===== config.mk =====
export PLATFORM = sky130hd
export DESIGN_NAME = peripheral_mpram_ahb3_ctrl
export DESIGN_NICKNAME = d
export VERILOG_FILES = /design/src/rtl/peripheral_mpram_ahb3_ctrl.sv
export SDC_FILE = /design/constraint.sdc
export NUM_CORES = 1
export LEC_CHECK = 0
export CORE_UTILIZATION = 28
export CTS_CLUSTER_DIAMETER = 120
export DETAILED_ROUTE_END_ITERATION = 6
export GPL_TIMING_DRIVEN = 0
export PLACE_DENSITY = 0.83
export SYNTH_ARGS = -nofsm -noshare
export SYNTH_HDL_FRONTEND = slang
export SYNTH_SLANG_ARGS = --single-unit

===== constraint.sdc =====
create_clock -name HCLK -period 6.5 [get_ports HCLK]
set_clock_uncertainty 0.15 [all_clocks]
set_input_delay 1.625 -clock HCLK [delete_from_list [all_inputs] [get_ports HCLK]]
set_output_delay 1.625 -clock HCLK [all_outputs]
set_load 0.01 [all_outputs]

===== src/rtl/peripheral_mpram_ahb3_ctrl.sv =====
// -----------------------------------------------------------------------------
// peripheral_mpram_ahb3_ctrl
//
// AHB3-Lite slave front-end for the MPRAM peripheral. Converts bus transfers
// into accesses on a single-port 16-bit RAM macro with low-active controls and
// a one-cycle registered read. Checks transfer size, alignment and range, and
// encodes byte lanes. A read that arrives while the write data phase owns the
// RAM port is held for one wait state (RDW).
//
// Ports:
//   HCLK, HRESETn        clock, asynchronous active-low reset
//   HSEL, HADDR, HWRITE,
//   HSIZE, HTRANS, HREADY AHB address-phase inputs
//   HWDATA               AHB write data (data phase)
//   HRDATA, HREADYOUT,
//   HRESP                AHB slave response
//   ram_addr             RAM word address
//   ram_cen              RAM chip enable, low active
//   ram_wen              RAM byte write enables, low active ([0] -> bits 7:0)
//   ram_din              RAM write data
//   ram_dout             RAM read data, valid the cycle after a read access
// -----------------------------------------------------------------------------
module peripheral_mpram_ahb3_ctrl #(
  parameter int HADDR_SIZE = 32,
  parameter int ADDR_MSB   = 6,
  parameter int MEM_SIZE   = 256
) (
  input  logic                  HCLK,
  input  logic                  HRESETn,
  input  logic                  HSEL,
  input  logic [HADDR_SIZE-1:0] HADDR,
  input  logic [15:0]           HWDATA,
  output logic [15:0]           HRDATA,
  input  logic                  HWRITE,
  input  logic [2:0]            HSIZE,
  input  logic [1:0]            HTRANS,
  input  logic                  HREADY,
  output logic                  HREADYOUT,
  output logic                  HRESP,
  output logic [ADDR_MSB:0]     ram_addr,
  output logic                  ram_cen,
  output logic [15:0]           ram_din,
  output logic [1:0]            ram_wen,
  input  logic [15:0]           ram_dout
);

  // Number of 16-bit words, sized to the full halfword address for the range check.
  localparam logic [HADDR_SIZE-2:0] NUM_WORDS = (HADDR_SIZE-1)'(MEM_SIZE / 2);

  typedef enum logic [2:0] {
    ST_IDLE,
    ST_WR,
    ST_RD,
    ST_RDW,
    ST_ERR1,
    ST_ERR2
  } state_t;

  state_t              state_reg, state_next;
  logic [ADDR_MSB:0]   addr_reg,  addr_next;
  logic [1:0]          wen_reg,   wen_next;

  logic                hready_out;
  logic                accept;
  logic                illegal;
  logic [ADDR_MSB:0]   word_addr;
  logic [1:0]          lanes;

  // HTRANS[0] only distinguishes NONSEQ from SEQ, which this slave treats alike.
  logic                unused_htrans;
  assign unused_htrans = HTRANS[0];

  // Only RDW and ERR1 stretch the data phase.
  assign hready_out = (state_reg != ST_RDW) && (state_reg != ST_ERR1);
  assign HREADYOUT  = hready_out;

  assign accept    = HSEL && HREADY && HTRANS[1] && hready_out;
  assign word_addr = HADDR[ADDR_MSB+1:1];

  // Range is checked on the whole halfword address so bits above the RAM
  // word address cannot alias back into the array.
  assign illegal = (HSIZE > 3'd1)
                || ((HSIZE == 3'd1) && HADDR[0])
                || (HADDR[HADDR_SIZE-1:1] >= NUM_WORDS);

  // Low-active byte enables: halfword writes both lanes, byte picks by HADDR[0].
  assign lanes = (HSIZE == 3'd1) ? 2'b00 : (HADDR[0] ? 2'b01 : 2'b10);

  // State register
  always_ff @(posedge HCLK or negedge HRESETn) begin
    if (!HRESETn) begin
      state_reg <= ST_IDLE;
      addr_reg  <= '0;
      wen_reg   <= 2'b11;
    end else begin
      state_reg <= state_next;
      addr_reg  <= addr_next;
      wen_reg   <= wen_next;
    end
  end

  // Next-state logic
  always_comb begin
    state_next = state_reg;
    addr_next  = addr_reg;
    wen_next   = wen_reg;
    case (state_reg)
      ST_RDW:  state_next = ST_RD;
      ST_ERR1: state_next = ST_ERR2;
      default: begin
        if (!accept) begin
          state_next = ST_IDLE;
        end else if (illegal) begin
          state_next = ST_ERR1;
        end else if (HWRITE) begin
          state_next = ST_WR;
          addr_next  = word_addr;
          wen_next   = lanes;
        end else if (state_reg == ST_WR) begin
          // Port is busy with the write data phase: replay the read next cycle.
          state_next = ST_RDW;
          addr_next  = word_addr;
        end else begin
          state_next = ST_RD;
        end
      end
    endcase
  end

  // Output logic
  always_comb begin
    HRESP    = 1'b0;
    HRDATA   = '0;
    ram_cen  = 1'b1;
    ram_wen  = 2'b11;
    ram_addr = addr_reg;
    ram_din  = '0;
    case (state_reg)
      ST_WR: begin
        ram_cen = 1'b0;
        ram_wen = wen_reg;
        ram_din = HWDATA;
      end
      ST_RDW: begin
        ram_cen = 1'b0;
      end
      ST_RD: begin
        HRDATA = ram_dout;
      end
      ST_ERR1, ST_ERR2: begin
        HRESP = 1'b1;
      end
      default: ;
    endcase
    // Zero-wait read: issue the RAM read straight from the address phase
    // whenever the port is not taken by a write data phase.
    if ((state_reg != ST_WR) && accept && !illegal && !HWRITE) begin
      ram_cen  = 1'b0;
      ram_wen  = 2'b11;
      ram_addr = word_addr;
    end
  end

endmodule


==> summary.txt <==
Run status
  • Status: completed

Placement
  • HPWL after DPL: 3090 um
  • Final GP Congestion: 0.733
  • Placed instance count: 257
  • Port buffer count: 116

Clocking
  • CTS H-tree depth: 1
  • Worst-skew pair later-pin latency: 0.26 ns
  • Post-CTS Resized: 0
  • CTS Sinks: 12
  • Worst-path clk slew: 0.07 ns
  • Post-CTS Setup Bufs: 0
  • Clock tree buffer depth: 2
  • CTS Root Cell: clkbuf_4
  • CTS tree: done
  • Hold Buf Count CTS: 0
  • CTS buffer count: 3

Setup path
  • CP Launch Type: input pin
  • CP Cell Sequence: clkdlybuf4s50_1, nor4_1, nand4_2, nor4_4, mux2_2, clkdlybuf4s50_1
  • CP max-delay cell: nor4_4
  • Critical path arrival: 4.20 ns
  • CP Max Fanout: 7
  • Worst path required time: 4.72 ns
  • WS Path Type: input pin to primary output
  • Crit. End Element: primary output
  • Crit path largest cell delay: 0.59 ns
  • Most common cell on crit path: clkdlybuf4s50_1

Finish
  • Synth-to-Final Area Change: 132%
  • Commonest non-fill, non-tap cells in the layout: clkdlybuf4s50_1 (116), and2_1 (32), mux2_2 (16)
  • Share of layout cells above drive strength 1: 13.4%
  • Antenna diodes: 0
  • Fillers: 247
  • Nets: 292
  • Most common cell after layout, fill and taps aside: clkdlybuf4s50_1
  • Fin cells: 261
  • Util after Layout: 70.3%
  • Max reg flops: 7

Synthesis
  • Yosys cell types: 25
  • Post-synthesis simple-gate area fraction: 43.2%
  • Largest family of logic cells by synthesized area: simple AND/OR/NAND/NOR gates
  • Syn Nets: 171
  • Flops & latches, synth: 12
  • Mapped Area: 947 sq um
  • Dominant cells by area after synthesis: dfrtp_1 (26%), and2_1 (21%), mux2_2 (19%)
  • Avg Inst Size Synth: 9.76 sq um
  • Post-Synth Adder-Cell Area: 0%
  • Post-synthesis sequential area ratio: 32.0%
  • Synth top area share: 26.4%
  • Post-synthesis xor/xnor area fraction: 0%
  • Synth Instances: 97
  • Post-synthesis mux area share: 19.0%
  • Complex-gate fraction of the synthesized area: 4.62%
  • Synth Warn #: 0
  • Cell taking the most area after synthesis: dfrtp_1

Detailed routing
  • Via count: 1168
  • Routed Antenna Nets: 0
  • Avg WL per Cell: 13.6 um
  • DR pass1 iterations: 4
  • Initial DRC count: 13
  • Post-route DRC: 0
  • Drt total wl: 3540 um
  • Vias/cell: 4.48

GRT
  • Routing usage on met2: 34.2%
  • Largest net degree at the start of global routing: 13
  • Met3 Track Usage GR: 4.98%
  • Vias in the first global route: 1090
  • Global-route wire length before repair: 4970 um
  • Global Route Usage Sum: 18.1%
  • Initial antenna violation count: 0
  • Met1 GRT Util: 18.7%
  • Grt peak-use layer: met2
  • Gr ovfl total: 0

Timing
  • Finish-stage setup viols: 0
  • Max_slew headroom: 62.5%
  • Fin crit share: 91.9%
  • Final Hold Fails: 0
  • F_max: 0.167 GHz
  • RSZ-0062 raised after global routing: false
  • Fin crit period: 5.97 ns
  • Slew Limit Fails: 0
  • Setup_tns: 0 ns
  • Slew @ Worst Pin: 0.561 ns

Hold path
  • HP Class: flip-flop to flip-flop

Power
  • Pwr Total: 0.323 mW
  • Sequential share of power: 26.7%
  • Power Density: 147 mW/mm^2
  • Comb pwr share: 55.7%
  • Psw: 0.0948 mW
  • Peak VDD IR: 0.119 mV
  • Sw Ratio: 29.3%
  • Leakage: 0.890 nW
  • Int Pwr: 0.229 mW
  • Clk pwr share: 17.6%

Run
  • Max_cap viols: 0

Floorplan
  • Die H: 60.2 um
  • DIE AREA: 0.00362 sq mm
  • Num rows: 20
  • I/O pin count: 118
  • DIE WIDTH: 60.2 um
  • Starting Density: 30.3%
  • Core area: 0.00313 sq mm
-- per-layer routing --
layer  share of wire, %  vias up
met5                  0        -
met2                 51       58
li1                   -      582
met1                 37      524
met4               0.96        0
met3                 11        4
-- kinds of logic (layout without fill, tap and decap cells) --
kind of cell | Yosys count | in the layout
buffers and inverters | 3 | 123
AO/OA/AOI/OAI | 7 | 7
multiplexers | 16 | 16
AND/OR/NAND/NOR | 59 | 59
flip-flops | 12 | 12
-- cell usage after synthesis --
master,number
clkbuf_1,2
nor4_4,1
or3b_2,1
nor4b_4,1
nor2b_1,3
a21boi_0,1
and2_1,32
mux2_2,16
a211oi_1,1
o21ai_0,1
nand2b_1,2
dfrtp_1,10
a22o_1,1
nor3b_2,1
nor4_1,7
a21oi_1,3
nand3_1,2
dfstp_2,2
and3_1,1
nand4_2,1
nor3b_1,1
inv_1,1
nor2_1,3
nand3b_1,1
or2_2,2
-- power by group through the flow --
stage          Combinational (mW)  Sequential, mW  Clock [mW]
5_1_grt                     0.192          0.0871      0.0620
3_3_place_gp                0.178          0.0870           0
3_5_place_dp                0.182          0.0877           0
6_report                    0.180          0.0863      0.0569
2_1_floorplan              0.0645          0.0864           0
4_1_cts                     0.183          0.0862      0.0583
-- critical path: cells and delay by family --
kind	cells	cell delay, ns
AND/OR/NAND/NOR	3	1.27
buffers and inverters	2	0.89
multiplexers	1	0.40
-- through the flow --
step / setup slack (ns) / area (sq um) / hold slack [ns]
after floorplan: 1.67 / 947 / 0.327
after global placement: 0.563 / 2160 / 0.336
after detailed placement: 0.502 / 2160 / 0.346
after CTS: 0.482 / 2200 / 0.362
after global routing: 0.383 / 2200 / 0.390
final: 0.528 / 2200 / 0.360
-- layout make-up --
class | count | area [sq um] | area share (%)
Multi-Input combinational cell | 82 | 633 | 28.8
Tap cell | 44 | 55.1 | 2.50
Sequential cell | 12 | 303 | 13.8
Clock buffer | 4 | 36.3 | 1.65
Inverter | 1 | 3.75 | 0.171
Timing Repair Buffer | 116 | 1160 | 52.8
Buffer | 2 | 7.51 | 0.341
-- worst paths after layout --
path                            slack [ns]  depth (start not counted)          from          end
worst max-delay path                  0.53                          6     HADDR[14]  ram_addr[1]
worst min-delay path                  0.36                          1   addr_reg[2]  addr_reg[2]
worst min register to register        0.36                          1   addr_reg[2]  addr_reg[2]
min in group asynchronous             1.55                          1       HRESETn  addr_reg[6]
worst max register to register        4.16                          4  state_reg[1]  addr_reg[1]
max in group asynchronous             4.30                          1       HRESETn   wen_reg[1]
No activity file was read; power rests on OpenSTA's default activity.
